--- src/rtl/hitmap_fiber_tx.sv ---
// Fiber hit-map transmitter: collects up to 256 (x,y) hits per event, then
// emits sync, 16 payload cycles across 16 lanes, a tag word and an idle gap.
module hitmap_fiber_tx #(
  parameter int unsigned IDLE_GAP  = 2,
  parameter int unsigned MAX_COORD = 37
) (
  input  logic        clk,
  input  logic        rst,
  input  logic        hit_valid,
  input  logic [5:0]  hit_x,
  input  logic [5:0]  hit_y,
  output logic        hit_ready,
  input  logic        evt_end,
  input  logic [9:0]  evt_tag,
  output logic [15:0] fiber,
  output logic [15:0] fxch00,
  output logic [15:0] fxch01,
  output logic [15:0] fxch02,
  output logic [15:0] fxch03,
  output logic [15:0] fxch04,
  output logic [15:0] fxch05,
  output logic [15:0] fxch06,
  output logic [15:0] fxch07,
  output logic [15:0] fxch08,
  output logic [15:0] fxch09,
  output logic [15:0] fxch10,
  output logic [15:0] fxch11,
  output logic [15:0] fxch12,
  output logic [15:0] fxch13,
  output logic [15:0] fxch14,
  output logic [15:0] fxch15,
  output logic        busy,
  output logic        coord_err
);

  typedef enum logic [2:0] {S_COLLECT, S_SYNC, S_PAYLOAD, S_TAG, S_GAP} state_t;

  localparam logic [5:0] MAXC     = 6'(MAX_COORD);
  localparam logic [3:0] GAP_LAST = 4'(IDLE_GAP);

  state_t      state;
  logic [11:0] mem  [16][16];
  logic [15:0] lane [16];
  logic [15:0] pay  [16];
  logic [8:0]  count;
  logic        ovf;
  logic [9:0]  tag;
  logic [3:0]  slot;
  logic [3:0]  gcnt;
  logic        bad;
  logic        store;

  assign bad   = (hit_x > MAXC) || (hit_y > MAXC);
  assign store = (state == S_COLLECT) && hit_valid && !bad && !count[8];

  // Hit n lands in bank n[3:0], slot n[7:4]; storage needs no reset since count gates reads.
  always_ff @(posedge clk) begin
    if (store) mem[count[3:0]][count[7:4]] <= {hit_x, hit_y};
  end

  always_comb begin
    for (int unsigned n = 0; n < 16; n++) begin
      pay[n] = '0;
      if ({1'b0, slot, 4'(n)} < count)
        pay[n] = {4'b0001, mem[n][slot][11:6] - 6'd1, mem[n][slot][5:0] - 6'd1};
    end
  end

  // Outputs lag the state by one edge: the state names what the next edge drives.
  always_ff @(posedge clk or posedge rst) begin
    if (rst) begin
      state     <= S_COLLECT;
      hit_ready <= 1'b1;
      busy      <= 1'b0;
      coord_err <= 1'b0;
      fiber     <= '0;
      count     <= '0;
      ovf       <= 1'b0;
      tag       <= '0;
      slot      <= '0;
      gcnt      <= '0;
      for (int unsigned n = 0; n < 16; n++) lane[n] <= '0;
    end else begin
      case (state)
        S_COLLECT: begin
          if (hit_valid) begin
            if (bad)           coord_err <= 1'b1;
            else if (count[8]) ovf       <= 1'b1;
            else               count     <= count + 9'd1;
          end
          if (evt_end) begin
            tag       <= evt_tag;
            hit_ready <= 1'b0;
            busy      <= 1'b1;
            state     <= S_SYNC;
          end
        end
        S_SYNC: begin
          fiber <= 16'hAAAA;
          slot  <= '0;
          state <= S_PAYLOAD;
        end
        S_PAYLOAD: begin
          fiber <= '0;
          for (int unsigned n = 0; n < 16; n++) lane[n] <= pay[n];
          slot <= slot + 4'd1;
          if (slot == 4'd15) state <= S_TAG;
        end
        S_TAG: begin
          fiber <= {5'b0, ovf, tag};
          for (int unsigned n = 0; n < 16; n++) lane[n] <= '0;
          gcnt  <= '0;
          state <= S_GAP;
        end
        S_GAP: begin
          fiber <= '0;
          if (gcnt == GAP_LAST) begin
            hit_ready <= 1'b1;
            busy      <= 1'b0;
            count     <= '0;
            ovf       <= 1'b0;
            state     <= S_COLLECT;
          end else begin
            gcnt <= gcnt + 4'd1;
          end
        end
        default: state <= S_COLLECT;
      endcase
    end
  end

  assign fxch00 = lane[0];
  assign fxch01 = lane[1];
  assign fxch02 = lane[2];
  assign fxch03 = lane[3];
  assign fxch04 = lane[4];
  assign fxch05 = lane[5];
  assign fxch06 = lane[6];
  assign fxch07 = lane[7];
  assign fxch08 = lane[8];
  assign fxch09 = lane[9];
  assign fxch10 = lane[10];
  assign fxch11 = lane[11];
  assign fxch12 = lane[12];
  assign fxch13 = lane[13];
  assign fxch14 = lane[14];
  assign fxch15 = lane[15];

endmodule

--- config.mk ---
export PLATFORM = sky130hd
export DESIGN_NAME = hitmap_fiber_tx
export DESIGN_NICKNAME = d
export VERILOG_FILES = /design/src/rtl/hitmap_fiber_tx.sv
export SDC_FILE = /design/constraint.sdc
export NUM_CORES = 2
export LEC_CHECK = 0
export ABC_AREA = 1
export BUFFER_PORTS_ARGS = -buffer_cell sky130_fd_sc_hd__clkbuf_2
export CORE_MARGIN = 2
export CORE_UTILIZATION = 35
export DETAILED_ROUTE_END_ITERATION = 10
export PLACE_DENSITY = 0.46
export SLEW_MARGIN = 20
export SYNTH_ARGS = -nofsm -noshare
export SYNTH_HDL_FRONTEND = slang
export SYNTH_SLANG_ARGS = --single-unit
export TNS_END_PERCENT = 30
--- constraint.sdc ---
create_clock -name clk -period 11.32 [get_ports clk]
set_clock_uncertainty 0.1 [all_clocks]
set_input_delay 2.264 -clock clk [delete_from_list [all_inputs] [get_ports clk]]
set_output_delay 2.264 -clock clk [all_outputs]
set_load 0.02 [all_outputs]
Word level (Yosys, flattened, before mapping). Memories as Yosys holds them, arrays and structs flattened. Index checks and enable logic that the tools add are counted.

Memories: 1. Output and inout bits: 275. Register bits: 306. Memory bits (writable): 3072. Logic and storage cells: 214. Input port bits: 26.

Memory list: mem (depth 16, bits a word 192, read ports 16, clocked after memory_dff 0, write ports 1, RTL line 42) `logic [11:0] mem [16][16];`.

Add/subtract/negate cells: 35. Magnitude comparators: 21. Bitwise operators: 2. Muxes and demuxes: 92. Eq/ne operators: 14. Reductions and logical operators: 22.

Operator list (count): $bmux 12 s4 (16); $pmux 256 s2 (1); $mux 12 (33); $mux 13 (16); $mux 192 (1); $sub 6x1->6 const B (32); $lt 8x9->1 (16); $demux 12 s4 (1); $pmux 16 s3 (1); $mux 9 (4); $pmux 9 s2 (1); $ne 2x2->1 const B (8); $pmux 4 s2 (2); $pmux 3 s5 (1); $gt 6x6->1 const B (2); $ge 5x5->1 const B (2); $not 4->5 (2); $reduce_and 5->1 (2); $add 9x1->9 const B (1); $mux 3 (3); $reduce_and 3->1 (3); $add 4x1->4 const B (2); $mux 1 (8); $reduce_bool 2->1 (4); other kinds (16) (24).

Longest topological paths before layout.
Word-level depth: 7. Mapped depth: 18. Mapped depth without buffers: 15.

Worst setup path after synthesis. Ideal clock, no wire load.

Path kind: input to register. Start: input port hit_y[1]. End: memory mem[0][120] in the netlist's numbering (enable). Path buffers: 2. Arrival: 3.941 ns. Path slack: 6.898 ns. Library setup time: 0.380 ns. Cell stages on the path: 8. Cells stage by stage: a211o_1 nand2_1 nand2_1 nor3_4 buf_6 nand4_4 buf_2 nor2_1.

Word-level cells in the longest chain between the ends: 7.

RTL lines: from (decl) (RTL line 11) `input logic [5:0] hit_y,`; $gt 6x6->1 (RTL line 53) `assign bad = (hit_x > MAXC) || (hit_y > MAXC);`; $logic_or 1x1->1 (RTL line 53); $logic_not 1->1 (RTL line 54) `assign store = (state == S_COLLECT) && hit_valid && !bad && !count[8];`; $logic_and 1x1->1 (2 in a row) (RTL line 54); $mux 1 (RTL line 58) `if (store) mem[count[3:0]][count[7:4]] <= {hit_x, hit_y};`; $mux 192 (implied by the code) (RTL line 58); to (decl) (RTL line 42).

Every way passes these cells.

Worst setup path in the final report.
Start: input port hit_y[1]. End: memory mem[4][141] in the netlist's numbering (enable).

The elaborated chain is that of the path after synthesis.

==> impl_metrics.json <==
{
  "status": "finished clean",
  "layout.cell_area.non_filler_mm2": 0.157,
  "wire_length_after_detailed_routing_mm": 439,
  "regToRegSetupSlack_ps": 6080,
  "synth.avg_cell_area_um2": 11.3,
  "synth-main-ff-cell": "edfxtp_1",
  "crit_path_start_kind": "primary input",
  "rsz0062_at_grt": "false",
  "finalWorstSetupSlack_ps": 5050,
  "post_cts.repair.setup_buffers": 0,
  "start_util": 0.351,
  "place_ws_ps": 4200,
  "hold_path.class": "reg2reg",
  "grt_antenna_before_repair": 23,
  "viasPerCell": 5.11,
  "yosysWarningCount": 0,
  "crit_path_max_fanout": 38,
  "cts.htree.levels": 5,
  "design.core.area_mm2": 0.396,
  "intPower_mw": 24.1,
  "post_route_cells_drive_above_1_share": 0.0890,
  "critical_path.slowest_cell": "nor2_1",
  "timing.critical_path.buf_inv": 3,
  "critPathArrivalTime_ps": 6730,
  "cp.depth": 9,
  "crit_path_max_incr_delay_ps": 890,
  "n_fill_cell": 37800,
  "net-switching-power_mw": 14.1,
  "synth_async_sr_flop_share": 0.0764,
  "maxSlewHeadroom": 0.257,
  "io-pin-count": 301,
  "tns_ps": 0,
  "crit-reg2reg-capture": "fxch04[8]$_DFFE_PP0N_",
  "cells_traversed_along_the_worst_timing_path": "buf_8 -> a211o_1 -> nand2_1 -> nand2_1 -> nor3_4 -> buf_8 -> nand4_1 -> buf_4 -> nor2_1",
  "row_count": 231,
  "fmax_mhz": 160,
  "hp-start": "fxch02[3]$_DFFE_PP0N_",
  "crit_family": "simple AND/OR/NAND/NOR gates",
  "max_ffs_per_register": 3072,
  "switching_portion_of_total_power": 0.369,
  "clock_sinks": 3326,
  "buffers_added_on_ports": 250,
  "cellLeakagePower_nw": 58.3,
  "fin_crit_ps": 6270,
  "finalHoldViolations": 0,
  "vdd_ir_drop_max_uv": 237,
  "multi_input_area_mm2": 0.0339,
  "detail-route-antenna-nets": 0,
  "first_global_vias": 90700,
  "ctsLongestPathBuffers": 4,
  "synthCells": 12400,
  "place_congestion": 0.843,
  "firstDrtPassIters": 7,
  "yosys_register_bits": 3326,
  "worst-endpoint-required_ps": 11790,
  "clock_power_share": 0.324,
  "timing_max_transition_violations_final": 0,
  "post_drt_wl_per_cell_um": 24.4,
  "num_vias": 92000,
  "synth_enable_flop_cells": 3072,
  "endpoint": "mem[4][141]$_DFFE_PP_",
  "yosysSeqAreaShare": 0.710,
  "power.density_mw_per_mm2": 244,
  "die_x_um": 634,
  "sequential_cell_area_in_the_final_layout_mm2": 0.0986,
  "tritoncts.num_buffers": 377,
  "clock_tree_from_tritoncts": "yes",
  "die_height_um": 634,
  "finalSetupViolations": 0,
  "timing.rr.start": "slot[0]$_DFFE_PP0P_",
  "dpl_cell_area_mm2": 0.144,
  "worst-r2r-cell-count": 13,
  "grt_start_max_net_pins": 207,
  "grt_first_pass_wirelength_mm": 633,
  "capturing_element_type_of_the_critical_path": "register",
  "track_usage": 0.214,
  "fin_total_pwr_mw": 38.3,
  "worstSetupPathType": "in2reg",
  "die_outline_area_mm2": 0.402,
  "ys_types": 57,
  "place.detailed.hpwl_mm": 257,
  "area_growth_synth_to_finish_pct": 13.0,
  "postCtsResizedCells": 0,
  "timing.max_cap.violations": 0,
  "power_frac_comb": 0.306,
  "clkLatencyLatePin_ps": 960,
  "finalNetCount": 12500,
  "synth.cell_area_mm2": 0.139,
  "share_seq_of_total_power": 0.370,
  "crit_path_start": "hit_y[1]",
  "grt.overflow.total": 0,
  "initialDrtViolationCount": 9492,
  "root_buffer": "clkbuf_16",
  "drt_drc_violations_left": 0,
  "worst-slew-pin-transition_ps": 1110,
  "whs_ps": 379,
  "clk_pin_slew_ps": 60,
  "cts_hold_repair.buffers": 0,
  "timing.final.crit_share": 0.554
}
-- worst min-delay path by stage --
| stage | slack (ps) | end | cells after the start |
|---|---|---|---|
| global placement | 360 | fxch11[12]$_DFFE_PP0N_ | 2 |
| global route | 400 | fxch03[5]$_DFFE_PP0N_ | 2 |
| CTS | 380 | fxch11[12]$_DFFE_PP0N_ | 2 |
| finish | 380 | fxch02[3]$_DFFE_PP0N_ | 2 |
| detailed placement | 370 | fxch11[12]$_DFFE_PP0N_ | 2 |
| floorplan | 360 | fiber[7]$_DFFE_PP0P_ | 2 |
-- metal layers --
metal	wire length (µm)	vias up	GRT usage
li1	-	42500	-
met1	194000	45900	0.297
met2	206000	3035	0.348
met3	28000	553	0.0324
met4	11700	0	0.0601
met5	0	-	0
-- through the flow --
stage | instances | utilization
4_1_cts | 18000 | 0.397
3_3_place_gp | 17300 | 0.365
3_5_place_dp | 17300 | 0.365
6_report | 18000 | 0.397
5_1_grt | 18000 | 0.397
2_1_floorplan | 12400 | -
-- synthesized netlist by cell type (13+ instances only) --
library cell  number  area, µm²
nand2_1         3403      12800
edfxtp_1        3072      92200
nand3_1         1906       9540
nor2_1          1169       4390
inv_1            636       2390
o21ai_0          507       2540
buf_2            355       1780
dfrtp_1          253       6330
clkbuf_1         139        522
buf_4            128        961
o211ai_1         107        803
a21oi_1           98        490
o21ai_1           94        470
buf_1             88        330
nand4_1           68        425
buf_6             53        597
ha_1              44        551
inv_2             32        120
or2_2             27        169
nor2_2            26        163
xnor2_1           16        140
xor2_1            16        140
a22o_1            13        114
o21bai_1          13       97.6
-- cell usage in the layout, fill, tap and decap left out, types with 56 or more instances in the layout --
master and count:
inv_1 633, clkbuf_16 388, o21ai_0 506, buf_4 154, clkbuf_2 238, o21ai_1 95
clkinv_2 71, edfxtp_1 3072, nor2_1 1139, nand4_1 68, a21oi_1 98, nand2_1 3402
clkinv_1 74, clkbuf_1 70, o211ai_1 107, nand3_1 1903, nor2_2 56, dfrtp_1 249
-- cell type report --
| class | count | area share |
|---|---|---|
| Sequential cell | 3326 | 0.628 |
| Multi-Input combinational cell | 7637 | 0.216 |
| Clock buffer | 468 | 0.0644 |
| Tap cell | 5242 | 0.0418 |
| Timing Repair Buffer | 424 | 0.0186 |
| Inverter | 670 | 0.0163 |
| Clock inverter | 223 | 0.0149 |
| Antenna cell | 4 | 0.0000638 |
-- tightest hold or removal path: stages (launching register included) --
cell     delay (ps)
dfrtp_1         340
nand2_1          60
nand2_1          50
-- cell families (layout without fill, tap and decap cells) --
logic type | count (synthesis) | count (layout) | synth area share
adders and majority gates | 44 | 44 | 0.00396
muxes | 1 | 1 | 0.0000810
DFF | 3326 | 3326 | 0.710
buffers and inverters | 1436 | 1785 | 0.0486
other | 1 | 54 | 0.0000270
AOI/OAI and AO/OA | 862 | 862 | 0.0343
xor gates and xnor gates | 32 | 32 | 0.00202
and+or+nand+nor | 6648 | 6648 | 0.201
-- power groups by stage --
stage / sequential (mW) / combinational (mW) / clock [mW]
floorplan: 14.6 / 7.32 / 0
global placement: 14.4 / 11.7 / 0
detailed placement: 14.4 / 11.8 / 0
CTS: 14.2 / 11.8 / 12.6
global route: 14.2 / 12.9 / 13.1
finish: 14.2 / 11.7 / 12.4
Power figures use the tool's default switching activity.
